## src/rtl/filt_mac.sv

```systemverilog
// filt_mac: sequential bipolar FIR accumulator behind the filt capture stage.
// Snapshots the capture window and adds +coef/-coef per tap bit, one tap a cycle.
module filt_mac #(
  parameter int TAPS   = 32,
  parameter int COEF_W = 12,
  parameter int ACC_W  = COEF_W + $clog2(TAPS) + 1
) (
  input  logic                     Clock,
  input  logic                     Reset,
  input  logic                     FILTER,
  input  logic [TAPS-1:0]          Window,
  input  logic                     CoefWe,
  input  logic [$clog2(TAPS)-1:0]  CoefAddr,
  input  logic [COEF_W-1:0]        CoefData,
  output logic [ACC_W-1:0]         Output,
  output logic                     OutValid,
  output logic                     Busy,
  output logic                     Overrun
);

  localparam int IW  = $clog2(TAPS);
  localparam int EXT = ACC_W - COEF_W;

  typedef enum logic [1:0] {
    S_IDLE,
    S_ACCUM,
    S_DONE
  } state_t;

  state_t              r_state;
  state_t              w_next;
  logic                w_start;
  logic                w_busy;
  logic                w_last;
  logic [TAPS-1:0]     r_snap;
  logic [IW-1:0]       r_idx;
  logic [ACC_W-1:0]    r_acc;
  logic [COEF_W-1:0]   r_coef [TAPS];
  logic [COEF_W-1:0]   w_coef;
  logic [ACC_W-1:0]    w_term;
  logic [ACC_W-1:0]    w_add;

  assign w_busy = (r_state != S_IDLE);
  assign Busy   = w_busy;
  assign w_last = (r_idx == IW'(TAPS - 1));
  assign w_coef = r_coef[r_idx];
  assign w_term = {{EXT{w_coef[COEF_W-1]}}, w_coef};
  assign w_add  = r_snap[r_idx] ? w_term : -w_term;

  // State register.
  always_ff @(posedge Clock) begin
    if (Reset) r_state <= S_IDLE;
    else       r_state <= w_next;
  end

  // Next state; a start is only taken from IDLE.
  always_comb begin
    w_next  = r_state;
    w_start = 1'b0;
    unique case (r_state)
      S_IDLE: begin
        if (FILTER) begin
          w_next  = S_ACCUM;
          w_start = 1'b1;
        end
      end
      S_ACCUM: if (w_last) w_next = S_DONE;
      S_DONE:  w_next = S_IDLE;
      default: w_next = S_IDLE;
    endcase
  end

  // Coefficient file; writes while busy are dropped.
  always_ff @(posedge Clock) begin
    if (Reset) begin
      for (int i = 0; i < TAPS; i++) r_coef[i] <= '0;
    end else if (CoefWe && !w_busy) begin
      r_coef[CoefAddr] <= CoefData;
    end
  end

  // Snapshot, tap walk and accumulation.
  always_ff @(posedge Clock) begin
    if (Reset) begin
      r_snap <= '0;
      r_idx  <= '0;
      r_acc  <= '0;
    end else if (w_start) begin
      r_snap <= Window;
      r_idx  <= '0;
      r_acc  <= '0;
    end else if (r_state == S_ACCUM) begin
      r_idx  <= r_idx + 1'b1;
      r_acc  <= r_acc + w_add;
    end
  end

  // Result register and status pulses.
  always_ff @(posedge Clock) begin
    if (Reset) begin
      Output   <= '0;
      OutValid <= 1'b0;
      Overrun  <= 1'b0;
    end else begin
      OutValid <= (r_state == S_DONE);
      Overrun  <= FILTER && w_busy;
      if (r_state == S_DONE) Output <= r_acc;
    end
  end

endmodule
```

## config.mk

```make
export PLATFORM = sky130hd
export DESIGN_NAME = filt_mac
export DESIGN_NICKNAME = d
export VERILOG_FILES = /design/src/rtl/filt_mac.sv
export SDC_FILE = /design/constraint.sdc
export NUM_CORES = 1
export LEC_CHECK = 0
export ABC_AREA = 1
export ABC_CLOCK_PERIOD_IN_PS = 4100
export CAP_MARGIN = 15
export CORE_ASPECT_RATIO = 1.75
export CORE_MARGIN = 2
export CORE_UTILIZATION = 50
export CTS_CLUSTER_DIAMETER = 100
export DETAILED_ROUTE_END_ITERATION = 16
export GPL_TIMING_DRIVEN = 0
export HOLD_SLACK_MARGIN = 0.06
export PLACE_DENSITY = 0.76
export RECOVER_POWER = 25
export SLEW_MARGIN = 30
export SYNTH_ARGS = -nofsm -noshare
export SYNTH_HDL_FRONTEND = slang
export SYNTH_SLANG_ARGS = --single-unit
export TNS_END_PERCENT = 20
```

## constraint.sdc

```tcl
create_clock -name Clock -period 4.1 [get_ports Clock]
set_input_delay 0.82 -clock Clock [delete_from_list [all_inputs] [get_ports Clock]]
set_output_delay 0.82 -clock Clock [all_outputs]
set_load 0.01 [all_outputs]
```

==> run summary <==
Critical path origin -> Reset
setup ws final -> -124 ps
PortBufs -> 73
critical-path maximum fanout -> 12
post-synthesis sequential area ratio -> 0.610
first-pass GRT wire length -> 113,000 um
crit path time final -> 4220 ps
Worst EP arrival -> 4420 ps
syn_area_per_cell -> 8.99 um2
synthesized cell area -> 21,600 um2
layout cells sized above 1 -> 0.109
area occupied by multi-input gates -> 7810 um2
pwr/cell area -> 432 nW/um2
main area contributors after synthesis -> edfxtp_1 (53%), nand2_1 (11%), nor2_1 (8.9%), dfxtp_1 (7.6%), nand3_1 (7.6%)
First-pass DRT Iterations -> 9
clk_lat worst skew -> 600 ps
post-DP HPWL -> 56,200 um
Clock power frac -> 0.373
peak supply drop -> 0.000280 V
CP cell instances -> dlygate4sd3_1, inv_1, nand3_1, nor3_1, clkbuf_1, nand2_1, clkbuf_1, nand2_1
setup violators final -> 39
CP Buf/Inv Count -> 4
GR Util All Layers -> 0.351
Worst Skew -> 29.6 ps
RSZ-0062 raised after global routing -> true
startpoint types -> primary input
initial antenna violation count -> 1
hold slack -> 444 ps
top-count cell post-synth -> nand2_1
Sw Share -> 0.272
library cells used by synthesis -> 34
Crit. End Element -> flip-flop
post-synth top area share -> 0.534
Leak -> 10.6 nW
Synth Register Bits -> 466
First DRT Iteration DRCs -> 2,619
Post-Syn Instances -> 2,404
Logic pwr share -> 0.148
HP Start -> r_snap[14]
standard-cell row count -> 100
fin. max-slew vios -> 0
Switching Power -> 0.00305 W
failing checks -> setup timing
outcome -> finished, violations left
Sequential Area -> 13,200 um2
delay-heaviest family, CP -> simple AND/OR/NAND/NOR gates
die height -> 279 um
FFs w/ async S/R, synth -> 0
Fillers -> 3,542
routed vias -> 19,300
Final ANT Viol Nets -> 0
CTS Buf Count -> 42
predominant post-synthesis flop cell -> edfxtp_1
list of most frequent post-synthesis cells -> nand2_1 (605), nor2_1 (511), edfxtp_1 (384), nand3_1 (328), clkbuf_1 (108)
routed vias/inst -> 6.11
Worst path max stage delay -> 910 ps
max_cap viols -> 0
CTS HTree Levels -> 2
internal power -> 0.00815 W
Layout Nets -> 2,632
Max-slew headroom -> 0.243
Residual DRC -> 0
Flop pwr share -> 0.479
DRT Wirelength -> 82,300 um
Synth-to-Final Area Change -> 19.8%
Starting Density -> 0.508
post-synth top area cell -> edfxtp_1
Least-Margin Pin Slew -> 1130 ps
GPL Wtd Cong -> 1.01
largest buffer count on any clock path -> 3
EDFF count, synth -> 384
CTS Root Buffer Type -> clkbuf_16
setup tns final -> -2970 ps
core area -> 42,500 um2
Syn. warnings -> 0
DP Worst Slack -> -1100 ps
DIE AREA -> 45,000 um2
HP Class -> reg -> reg
Avg WL per Cell -> 26.1 um
I/O pins -> 74
CTS tree -> built
largest net degree at the start of global routing -> 20
CP Data Required Time -> 4300 ps
Final Hold Vio Count -> 0
width of the die -> 161 um
vias in the first global route -> 18,600
Reg clk slew, reported paths -> 60 ps
Slowest-stage cell, CP -> nor3_1
fin crit share -> 1.03
Sink Count -> 466
total nets after synthesis -> 2,478
grt total ovfl -> 0
Setup Crit Path Kind -> in -> reg
f_max -> 0.237 GHz
[layout make-up]
class,instances,share of cell area
Timing Repair Buffer,111,0.0436
Tap cell,561,0.0271
Antenna cell,2,0.000193
Inverter,89,0.0135
Sequential cell,466,0.509
Multi-Input combinational cell,1671,0.302
Clock inverter,30,0.0139
Buffer,177,0.0498
Clock buffer,48,0.0415
[per-layer routing]
metal	vias up	GRT usage	share of wire
li1	8297	-	-
met1	8915	0.339	0.29
met2	1512	0.614	0.49
met3	564	0.0645	0.093
met4	0	0.345	0.13
met5	-	0.00665	0
[power by group through the flow]
stage | Clock, W | Combinational (W) | Sequential (W)
5_1_grt | 0.00431 | 0.00174 | 0.00538
3_3_place_gp | 0 | 0.00127 | 0.00545
4_1_cts | 0.00414 | 0.00139 | 0.00536
3_5_place_dp | 0 | 0.00130 | 0.00546
6_report | 0.00418 | 0.00166 | 0.00537
2_1_floorplan | 0 | 0.000819 | 0.00543
[path summary, 6_finish.rpt]
| kind | endpoint | slack [ps] | cells past startpoint |
|---|---|---|---|
| hold / removal | r_snap[14] | 440 | 2 |
| setup / recovery | r_coef[30][11] | -120 | 8 |
| hold reg to reg | r_snap[14] | 440 | 2 |
| setup reg to reg | r_acc[17] | -110 | 28 |
[sequential cells by signal, indices dropped and copies added (netlist names), named ones only]
signal,flops
Output,18
r_coef,384
r_snap,32
r_idx,5
r_acc,18
OutValid,1
r_state,2
Overrun,1
[kinds of logic after synthesis]
kind of cell / after synthesis / synth area share
and+or+nand+nor: 1471 / 0.277
DFF: 466 / 0.610
buffers and inverters: 267 / 0.0528
AOI/OAI and AO/OA: 156 / 0.0391
xor gates and xnor gates: 23 / 0.00932
adders and majority gates: 21 / 0.0125
[cells in the final DEF (no fill, tap or decap), types with 5 or more instances in the layout]
| master | n |
|---|---|
| nand2_2 | 25 |
| nand3_2 | 24 |
| inv_1 | 81 |
| buf_8 | 12 |
| dlygate4sd3_1 | 23 |
| buf_4 | 44 |
| xor2_1 | 16 |
| ha_1 | 12 |
| edfxtp_1 | 384 |
| o221ai_1 | 9 |
| clkbuf_2 | 7 |
| ha_4 | 7 |
| o21ai_0 | 89 |
| clkdlybuf4s50_1 | 50 |
| nand3_1 | 301 |
| clkbuf_1 | 104 |
| o21ai_1 | 5 |
| clkinv_2 | 9 |
| xnor2_1 | 7 |
| nand2_1 | 570 |
| bufinv_16 | 6 |
| nand4_1 | 7 |
| clkbuf_16 | 46 |
| nand2_4 | 11 |
| a21oi_1 | 31 |
| nor2_1 | 506 |
| buf_6 | 21 |
| dfxtp_1 | 80 |
| clkinv_1 | 8 |
| nor3_1 | 14 |
| buf_12 | 19 |
[worst register-to-register path, delay by kind of cell (launching register included)]
family | cells | cell delay [ps]
buffers and inverters | 7 | 930
and+or+nand+nor | 17 | 1680
AOI/OAI and AO/OA | 3 | 760
DFF | 1 | 440
adders and majority gates | 1 | 270
[timing repair]
action                                  4_1_cts  5_1_grt
endpoints found under the setup margin       11       10
hold buffers                                  0        0
resized for setup                           150      152
gates cloned                                  0        4
setup buffers                                 6       25
hold endpoints to repair                      0        0
pin swaps                                     7       50
[through the flow]
step / cells / instance area (um2) / total power (W) / util
2_1_floorplan: 2404 / 21600 / 0.00625 / -
3_3_place_gp: 3038 / 23000 / 0.00672 / 0.542
3_5_place_dp: 3041 / 23100 / 0.00676 / 0.543
4_1_cts: 3124 / 25000 / 0.0109 / 0.588
5_1_grt: 3154 / 25900 / 0.0114 / 0.609
6_report: 3155 / 25900 / 0.0112 / 0.609
Power figures use the tool's default switching activity.
